File: src/rtl/logic_gate_pkg.sv
// Shared definitions for the logic_gate library: the operation-select encoding
// and the widest operand any gate in the library supports.
package logic_gate_pkg;

  localparam int MAX_WIDTH = 64;

  typedef enum logic [1:0] {
    NOR_BIT    = 2'd0,
    NOR_RED_A  = 2'd1,
    NOR_RED_AB = 2'd2,
    NOR_RSVD   = 2'd3
  } nor_mode_e;

endpackage

File: src/rtl/nor_gate_comb.sv
// Combinational NOR datapath: bitwise or reduction NOR selected by mode,
// with err flagging the reserved encoding.
module nor_gate_comb
  import logic_gate_pkg::*;
#(
  parameter int WIDTH = 1
) (
  input  logic [WIDTH-1:0] a,
  input  logic [WIDTH-1:0] b,
  input  logic [1:0]       mode,
  output logic [WIDTH-1:0] result,
  output logic             err
);

  always_comb begin
    result = '0;
    err    = 1'b0;
    case (mode)
      NOR_BIT:    result    = ~(a | b);
      NOR_RED_A:  result[0] = ~(|a);
      NOR_RED_AB: result[0] = ~((|a) | (|b));
      NOR_RSVD: begin
        // Reserved encoding still yields a usable bitwise NOR, but is flagged.
        result = ~(a | b);
        err    = 1'b1;
      end
      default: begin
        result = '0;
        err    = 1'b0;
      end
    endcase
  end

endmodule

File: src/rtl/nor_gate_reg.sv
// Registered NOR unit: one-deep output register behind a valid/ready
// handshake, giving single-cycle latency and full throughput.
module nor_gate_reg
  import logic_gate_pkg::*;
#(
  parameter int WIDTH = 1
) (
  input  logic             clk,
  input  logic             rst,
  input  logic [WIDTH-1:0] in_a,
  input  logic [WIDTH-1:0] in_b,
  input  logic [1:0]       mode,
  input  logic             in_valid,
  output logic             in_ready,
  output logic [WIDTH-1:0] out,
  output logic             out_any,
  output logic             out_err,
  output logic             out_valid,
  input  logic             out_ready
);

  logic [WIDTH-1:0] result;
  logic             err;
  logic             capture;

  nor_gate_comb #(
    .WIDTH(WIDTH)
  ) u_comb (
    .a      (in_a),
    .b      (in_b),
    .mode   (mode),
    .result (result),
    .err    (err)
  );

  // Held low during reset so nothing is offered to a unit that cannot capture.
  assign in_ready = ~rst & (~out_valid | out_ready);
  assign capture  = in_valid & in_ready;

  always_ff @(posedge clk or posedge rst) begin
    if (rst) begin
      out       <= '0;
      out_any   <= 1'b0;
      out_err   <= 1'b0;
      out_valid <= 1'b0;
    end else if (capture) begin
      out       <= result;
      out_any   <= |result;
      out_err   <= err;
      out_valid <= 1'b1;
    end else if (out_ready) begin
      // Drain only clears the flag; the data registers keep the last result.
      out_valid <= 1'b0;
    end
  end

endmodule

File: config.mk
export PLATFORM = sky130hd
export DESIGN_NAME = nor_gate_reg
export DESIGN_NICKNAME = d
export VERILOG_FILES = /design/src/rtl/logic_gate_pkg.sv /design/src/rtl/nor_gate_comb.sv /design/src/rtl/nor_gate_reg.sv
export SDC_FILE = /design/constraint.sdc
export NUM_CORES = 1
export LEC_CHECK = 0
export BUFFER_PORTS_ARGS = -buffer_cell sky130_fd_sc_hd__buf_4
export CAP_MARGIN = 20
export CORE_AREA = 2 2 39 41
export CTS_CLUSTER_SIZE = 25
export DETAILED_ROUTE_END_ITERATION = 7
export DIE_AREA = 0 0 41 43
export PLACE_DENSITY = 0.34
export SLEW_MARGIN = 5
export SYNTH_ARGS = -nofsm -noshare
export SYNTH_HDL_FRONTEND = slang
export SYNTH_SLANG_ARGS = --single-unit
File: constraint.sdc
create_clock -name clk -period 1.3 [get_ports clk]
set_input_delay 0.065 -clock clk [delete_from_list [all_inputs] [get_ports clk]]
set_output_delay 0.065 -clock clk [all_outputs]
set_load 0.05 [all_outputs]
==> out/qor.txt, run 1 <==
status - complete, no violations
Area Growth Syn to Fin - 88.9%
Final Net Count - 41
fin crit share - 91.8%
pre-CTS WS - 106 ps
clk_skew - 0.139 ps
Final Worst Setup Slack - 107 ps
Yosys reg bits - 3
Worst Setup End Kind - flip-flop
CTS tree - yes
Leakage - 0.160 nW
ANT cells - 0
CTS max path bufs - 2
maximum fanout along the worst path - 3
global-route wire length before repair - 669 um
H-tree depth - 1
FP Rows - 14
Routed WL - 402 um
final hold slack - 111 ps
via count - 163
CP arrival - 1300 ps
commonest cells after routing, fill and taps aside - 13 x buf_4, 3 x clkbuf_4, 2 x inv_1, 2 x dfrtp_1
largest net degree at the start of global routing - 4
Clock Pin Slew Worst Setup and Hold Paths - 30 ps
WP data required - 1410 ps
Placed Cells - 43
chip width - 41 um
Max Clk Rate - 0.838 GHz
synth unique cells - 12
setup TNS - 0 ps
Hold Fails Final Rpt - 0
initial core utilization - 12.2%
DRT Pass-1 Iters - 2
# DRC - 0
PwrDens - 1400 nW/um2
Initial DRC Count - 3
Reg area - 76.3 um2
post-route ant nets - 0
GRT Residual Overflow - 0
DIE AREA - 1760 um2
IO Count - 13
yosys warns - 0
actual slew at the worst max-slew pin - 174 ps
cts repair resizes - 0
worst min path class - in2reg
gpl congestion - 0.589
worst-skew pair later-pin latency - 230 ps
fill count - 160
RSZ-0062 raised after global routing - no
crit path kind - in2reg
cell area after synthesis - 169 um2
vias in the first global route - 180
Multi-input gate area - 81.3 um2
most common cell after layout, fill and taps aside - buf_4
CTS buffer count - 3
Mapped Nets - 23
final setup violation count - 0
number of I/O port buffers - 12
Mean Syn Cell Area - 11.3 um2
Die Y-Extent - 43 um
gr usage total - 6.43%
peak supply drop - 469 uV
max-cap violation count - 0
Syn Inst Count - 15
Core Area - 1380 um2
antenna violations before repair - 0
startpoint type of the worst setup path - input pin
post-route insts no fill - 48
Root Buffer - clkbuf_4
final worst path period need - 1190 ps
CTS Sinks - 3
Vias/cell - 3.40
max-slew violations - 0
Rel. slew slack - 88.4%
post-synthesis sequential area ratio - 44.4%
share of layout cells above drive strength 1 - 65.6%
routed len/inst - 8.38 um
repair_timing:
action,CTS,global route
hold endpoints to repair,3,0
setup buffers,0,0
hold buffers,1,0
setup endpoints to repair,0,0
where the power goes:
part           switching, mW  internal, mW
Combinational          0.107        0.0635
Sequential           0.00939         0.109
Clock                 0.0447         0.115
registers in the layout, indices dropped and copies added (netlist names):
| register | count |
|---|---|
| out_valid | 1 |
| out_err | 1 |
| out_any | 1 |
worst paths after layout:
check	startpoint	endpoint	slack [ps]	cells after the start
worst max-delay path	rst	out_any	110	4
min in group asynchronous	rst	out_err	300	3
max in group asynchronous	rst	out_valid	860	3
worst max register to register	out_valid	out_any	120	3
worst min register to register	out_any	out_any	530	1
worst min-delay path	mode[0]	out_err	110	3
critical path, stage by stage:
cell and delay (ps):
dlygate4sd3_1 530, buf_4 150, nor3b_4 210, mux2_1 330
stage by stage:
stage	utilization [%]	power [mW]	cell area, um2
4_1_cts	23.1	0.460	319
5_1_grt	23.1	0.484	319
6_report	23.1	0.448	319
3_5_place_dp	20.4	0.288	283
2_1_floorplan	-	0.233	173
3_3_place_gp	20.4	0.288	283
synthesized netlist by cell type:
cell type / n / area share [%]
inv_1: 2 / 4.4
nand2b_1: 1 / 3.7
buf_4: 1 / 4.4
mux2i_1: 1 / 5.9
nor2_1: 1 / 2.2
or2_2: 1 / 3.7
nand2_1: 1 / 2.2
dfrtp_1: 3 / 44
nor2b_4: 1 / 8.1
a21oi_1: 1 / 3.0
mux2_1: 1 / 6.7
nor3b_4: 1 / 11
per-layer routing:
metal | vias up | GRT usage [%] | share of wire (%)
met3 | 0 | 7.85 | 18
met2 | 15 | 7.81 | 42
met1 | 69 | 5.81 | 39
met5 | - | 0 | 0
li1 | 79 | - | -
met4 | 0 | 4.00 | 0
final cells by class:
| class | count | area share (%) |
|---|---|---|
| inverters | 2 | 2.35 |
| flip-flops and latches | 3 | 23.9 |
| clock buffers | 4 | 8.24 |
| multi-input cells | 9 | 25.5 |
| repair buffers | 14 | 33.7 |
| well taps | 16 | 6.27 |
kinds of logic after synthesis:
kind of cell	synth area share (%)
flip-flops	44.4
buffers and inverters	8.89
AO/OA/AOI/OAI	2.96
AND/OR/NAND/NOR	31.1
multiplexers	12.6
Power figures use the tool's default switching activity.
==> run 2, diff against run 1 <==
CAP_MARGIN = default   (was 20)
REMOVE_ABC_BUFFERS = 1   (was default)
==> run 2 against run 1 <==
Effect of this change:
- die area is the same
- total power grew 0.35%
- non-clock buffer count is 1 lower
- register-to-register slack worse by 40 ps
- sequential power barely moved
- clock skew up 3.2 ps
==> out/qor.txt, run 2 (synthesized netlist as in run 1, its figures left out) <==
Hold Fails Final Rpt - 0 (unchanged)
share of layout cells above drive strength 1 - 58.1% (was 65.6%)
Hold EP - out_err (unchanged)
Vias/cell - 3.30 (was 3.40)
CTS tree - yes (unchanged)
Detailed Place HPWL - 322 um
CTS Sinks - 3 (unchanged)
PwrDens - 1460 nW/um2 (was 1400 nW/um2)
peak supply drop - 700 uV (was 469 uV)
CTS buffer count - 3 (unchanged)
global-route wire length before repair - 683 um (was 669 um)
Leakage - 0.156 nW (was 0.160 nW)
initial core utilization - 12.2% (unchanged)
worst min path class - in2reg (unchanged)
gr usage total - 6.65% (was 6.43%)
# DRC - 0 (unchanged)
Die Y-Extent - 43 um (unchanged)
crit path kind - in2reg (unchanged)
min-delay src - mode[0] (unchanged)
commonest cells after routing, fill and taps aside - 12 x buf_4, 3 x clkbuf_4, 3 x dfrtp_1, 2 x inv_1 (was 13 x buf_4, 3 x clkbuf_4, 2 x inv_1, 2 x dfrtp_1)
Worst Setup End Kind - flip-flop (unchanged)
number of I/O port buffers - 12 (unchanged)
Reg area - 75.1 um2 (was 76.3 um2)
Core Area - 1380 um2 (unchanged)
max-cap violation count - 0 (unchanged)
CTS max path bufs - 2 (unchanged)
Routed WL - 429 um (was 402 um)
Max Clk Rate - 0.801 GHz (was 0.838 GHz)
Clock Pin Slew Worst Setup and Hold Paths - 40 ps (was 30 ps)
CP Launch Point - rst (unchanged)
r2r setup slk - 80 ps (was 120 ps)
Initial DRC Count - 0 (was 3)
via count - 155 (was 163)
routed len/inst - 9.13 um (was 8.38 um)
DIE AREA - 1760 um2 (unchanged)
most common cell after layout, fill and taps aside - buf_4 (unchanged)
status - complete, no violations (unchanged)
setup TNS - 0 ps (unchanged)
fill count - 146 (was 160)
maximum fanout along the worst path - 3 (unchanged)
GRT Residual Overflow - 0 (unchanged)
Rel. slew slack - 85.3% (was 88.4%)
Regs by FF count - out_any: 1 flops, out_err: 1 flops, out_valid: 1 flops (unchanged)
final setup violation count - 0 (unchanged)
FP Rows - 14 (unchanged)
post-route ant nets - 0 (unchanged)
ANT cells - 0 (unchanged)
antenna violations before repair - 0 (unchanged)
fin crit share - 96.0% (was 91.8%)
largest net degree at the start of global routing - 4 (unchanged)
Post-CTS Repair Setup Buffers - 0 (unchanged)
cts repair resizes - 0 (unchanged)
CP arrival - 1350 ps (was 1300 ps)
Area Growth Syn to Fin - 82.2% (was 88.9%)
final hold slack - 107 ps (was 111 ps)
gpl congestion - 0.588 (was 0.589)
final worst path period need - 1250 ps (was 1190 ps)
IO Count - 13 (unchanged)
Root Buffer - clkbuf_4 (unchanged)
max-slew violations - 0 (unchanged)
Multi-input gate area - 78.8 um2 (was 81.3 um2)
r2r worst-path depth - 3 (unchanged)
DRT Pass-1 Iters - 1 (was 2)
Worst R2R End - out_any (unchanged)
clk_skew - 3.29 ps (was 0.139 ps)
hold_buf cts - 1 (unchanged)
H-tree depth - 1 (unchanged)
actual slew at the worst max-slew pin - 220 ps (was 174 ps)
reg2reg start - out_valid (unchanged)
Final Net Count - 40 (was 41)
startpoint type of the worst setup path - input pin (unchanged)
worst-skew pair later-pin latency - 230 ps (about the same)
chip width - 41 um (unchanged)
vias in the first global route - 166 (was 180)
hold path depth - 3 (unchanged)
WP data required - 1410 ps (about the same)
RSZ-0062 raised after global routing - no (unchanged)
run 2: cell count changes in the layout (fill, tap and decap cells not counted), sizes merged:
| cell | change |
|---|---|
| buf | -1 |
run 2: final cells by class:
cell class                 instances  area share [%]
tap                               16            6.50
inverter                           2            2.44
clock buffer                       4            8.54
timing repair buffer              13            32.5
multi-input combinational          9            25.6
sequential                         3            24.4
run 2: power breakdown:
| group | total (mW) | internal [mW] | switching, mW | leakage [nW] |
|---|---|---|---|---|
| clock network | 0.164 | 0.115 | 0.0488 | 0.0150 |
| registers | 0.118 | 0.108 | 0.00989 | 0.0378 |
| logic | 0.167 | 0.0609 | 0.106 | 0.103 |
run 2: stage by stage:
step                      instance area (um2)  cells  total power [mW]  util [%]  setup WS [ps]
after floorplan                           161     14             0.223         -           -176
after global placement                    272     42             0.283      19.6            137
after detailed placement                  272     42             0.284      19.6           83.2
after CTS                                 308     47             0.459      22.2           40.6
after global routing                      308     47             0.481      22.2           31.1
final                                     308     47             0.449      22.2           51.7
run 2: routing by layer:
layer / vias to the layer above / part of all wire [%] / GRT usage (%)
met4: 0 / 0 / 4.00
met2: 13 / 41 / 8.13
li1: 78 / - / -
met5: - / 0 / 0
met3: 0 / 14 / 6.28
met1: 64 / 44 / 7.14
run 2: how the worst max path moves through the flow:
stage	to
floorplan	in_ready
global placement	out_any
detailed placement	out_any
CTS	out_any
global route	out_any
finish	out_any
run 2: worst max-delay path, stage by stage:
cell	delay (ps)
dlygate4sd3_1	540
buf_4	150
nor3b_4	250
mux2_1	350
==> run 3, diff against run 2 <==
ABC_AREA = 1   (was default)
PLACE_DENSITY = 0.37   (was 0.34)
clock period = 1.1 ns   (was 1.3 ns; I/O delays follow)
==> run 3 against run 2 <==
Effect of this change:
- synthesized area increased by 10%
- clock skew fell by 1.3 ps
- routed wire length down 11%
- non-clock buffer count unchanged
- sequential share of layout area fell by 1.6 points
- cell count up 23%
- final area rose by 6.9%
- critical path depth is the same
- critical path type is now reg2out
- largest power group is now the clock network
==> out/qor.txt, run 3 <==
most numerous cell in the Yosys netlist - nand2_1 (was dfrtp_1)
max incr delay on CP - 390 ps (was 540 ps)
Root Buffer - clkbuf_4 (unchanged)
fraction of registers with async set/reset - 100% (unchanged)
setup TNS - 0 ps (unchanged)
CTS max path bufs - 2 (unchanged)
Final Cell Area - 329 um2 (was 308 um2)
Final Worst Setup Slack - 65.0 ps (was 51.7 ps)
status - complete, no violations (unchanged)
peak supply drop - 285 uV (was 700 uV)
post-route insts no fill - 58 (was 47)
slowest stage cell, crit path - dfrtp_1 (was dlygate4sd3_1)
Regs by FF count - out_any: 1 flops, out_err: 1 flops, out_valid: 1 flops (unchanged)
Routed WL - 383 um (was 429 um)
switch share - 35.9% (was 36.8%)
final hold slack - 85.9 ps (was 107 ps)
post-route ant nets - 0 (unchanged)
DIE AREA - 1760 um2 (unchanged)
number of I/O port buffers - 12 (unchanged)
Max Clk Rate - 0.966 GHz
EDFF count, synth - 0 (unchanged)
Final Power - 0.505 mW (was 0.449 mW)
gr usage total - 5.43% (was 6.65%)
Area Growth Syn to Fin - 76.5% (was 82.2%)
max-slew violations - 0 (unchanged)
worst-skew pair later-pin latency - 230 ps (about the same)
antenna violations before repair - 0 (unchanged)
worst min path class - in2reg (unchanged)
crit path kind - reg2out (was in2reg)
Clk pwr share - 37.2% (was 36.5%)
CTS Sinks - 3 (unchanged)
fin crit share - 94.1%
PwrDens - 1530 nW/um2 (was 1460 nW/um2)
Core Util, Final - 23.8% (was 22.2%)
vias in the first global route - 162 (was 166)
Cell Area, Placed - 289 um2 (was 272 um2)
CTS buffer count - 3 (unchanged)
sw power - 0.181 mW (was 0.165 mW)
Mean Syn Cell Area - 7.17 um2 (was 11.3 um2)
Final Net Count - 51 (was 40)
# DRC - 0 (unchanged)
share of layout cells above drive strength 1 - 50.0% (was 58.1%)
Die Y-Extent - 43 um (unchanged)
CP Cell Sequence - nand2_4 > nand2_2 > inv_1 > buf_6 (was dlygate4sd3_1 > buf_4 > nor3b_4 > mux2_1)
clk_skew - 2.02 ps (was 3.29 ps)
via count - 191 (was 155)
Clock Pin Slew Worst Setup and Hold Paths - 40 ps (about the same)
initial core utilization - 13.5% (was 12.2%)
Synth top cells by count - 9 x nand2_1, 4 x inv_1, 3 x dfrtp_1 (was 3 x dfrtp_1, 2 x inv_1)
RSZ-0062 raised after global routing - no (unchanged)
Initial DRC Count - 3 (was 0)
maximum fanout along the worst path - 3 (unchanged)
FP Rows - 14 (unchanged)
pre-CTS WS - 279 ps (was 83.2 ps)
chip width - 41 um (unchanged)
Rel. slew slack - 89.8% (was 85.3%)
post-synthesis sequential area ratio - 40.3% (was 44.4%)
most common cell after layout, fill and taps aside - buf_4 (unchanged)
Core Area - 1380 um2 (unchanged)
H-tree depth - 1 (unchanged)
register share of total power - 27.0% (was 26.2%)
r2r worst-path depth - 4 (was 3)
Placed Cells - 53 (was 42)
ANT cells - 0 (unchanged)
final setup violation count - 0 (unchanged)
cell area after synthesis - 186 um2 (was 169 um2)
Comb pwr share - 35.8% (was 37.3%)
GRT Residual Overflow - 0 (unchanged)
startpoint type of the worst setup path - flip-flop (was input pin)
area leader, netlist - dfrtp_1 (unchanged)
Yosys reg bits - 3 (unchanged)
Syn Inst Count - 26 (was 15)
Yosys top cell area share - 40.3% (was 44.4%)
ys flop type - dfrtp_1 (unchanged)
gpl congestion - 0.572 (was 0.588)
actual slew at the worst max-slew pin - 152 ps (was 220 ps)
hold path depth - 4 (was 3)
Synth area leaders - dfrtp_1 40%, nand2_1 18%, inv_1 8.1% (was dfrtp_1 44%, nor3b_4 11%, nor2b_4 8.1%)
max-cap violation count - 0 (unchanged)
Int Pwr - 0.324 mW (was 0.284 mW)
Leakage - 0.196 nW (was 0.156 nW)
DRT Pass-1 Iters - 4 (was 1)
global-route wire length before repair - 586 um (was 683 um)
Vias/cell - 3.29 (was 3.30)
largest net degree at the start of global routing - 5 (was 4)
Detailed Place HPWL - 317 um (was 322 um)
commonest cells after routing, fill and taps aside - 11 x buf_4, 9 x nand2_1, 4 x inv_1, 3 x clkbuf_4, 3 x dfrtp_1 (was 12 x buf_4, 3 x clkbuf_4, 3 x dfrtp_1, 2 x inv_1)
yosys warns - 0 (unchanged)
CTS tree - yes (unchanged)
Worst Setup End Kind - output pin (was flip-flop)
WP data required - 1040 ps (was 1410 ps)
fill count - 157 (was 146)
final worst path period need - 1030 ps
Hold Fails Final Rpt - 0 (unchanged)
CP arrival - 980 ps (was 1350 ps)
routed len/inst - 6.60 um (was 9.13 um)
IO Count - 13 (unchanged)
synth unique cells - 12 (unchanged)
-- run 3: repair_timing --
| item | CTS | global route |
|---|---|---|
| endpoints found under the hold margin | 3 | 0 |
| hold buffers | 1 | 0 |
| resized for setup | 0 | 1 |
| setup buffers | 0 | 0 |
| endpoints found under the setup margin | 0 | 1 |
-- run 3: cell families (layout without fill, tap and decap cells) --
logic type             count (synthesis)  after routing  share of synthesized area [%]
flip-flops                             3              3                           40.3
AO/OA/AOI/OAI                          1              1                           2.68
AND/OR/NAND/NOR                       15             15                           40.9
buffers and inverters                  7             23                           16.1
-- run 3: worst paths after layout --
check	from	to	slack [ps]
max in group asynchronous	rst	out_any	670
worst max register to register	out_valid	out_err	280
worst max-delay path	out_valid	in_ready	70
min in group asynchronous	rst	out_err	280
worst min-delay path	out_ready	out_valid	90
worst min register to register	out_err	out_err	500
-- run 3: metal layers --
metal / global-route usage, % / wire length [um] / vias up
li1: - / - / 106
met1: 6.45 / 157 / 75
met2: 5.94 / 162 / 10
met3: 3.14 / 63 / 0
met4: 6.00 / 0 / 0
met5: 0 / 0 / -
-- run 3: layout make-up --
cell class | instances | area, um2 | share of cell area, %
timing repair buffer | 13 | 104 | 31.6
sequential | 3 | 75.1 | 22.8
clock buffer | 4 | 26.3 | 7.98
tap | 16 | 20.0 | 6.08
inverter | 6 | 22.5 | 6.84
multi-input combinational | 16 | 81.3 | 24.7
-- run 3: critical path: cells and delay by family (launching register included) --
kind,cells,cell delay (ps)
AND/OR/NAND/NOR,2,150
buffers and inverters,2,210
flip-flops,1,390
-- run 3: power groups by stage --
| stage | clock network [mW] | registers, mW | logic [mW] |
|---|---|---|---|
| floorplan | 0 | 0.206 | 0.0447 |
| global placement | 0 | 0.138 | 0.177 |
| detailed placement | 0 | 0.138 | 0.177 |
| CTS | 0.196 | 0.137 | 0.180 |
| global route | 0.207 | 0.137 | 0.193 |
| finish | 0.188 | 0.137 | 0.181 |
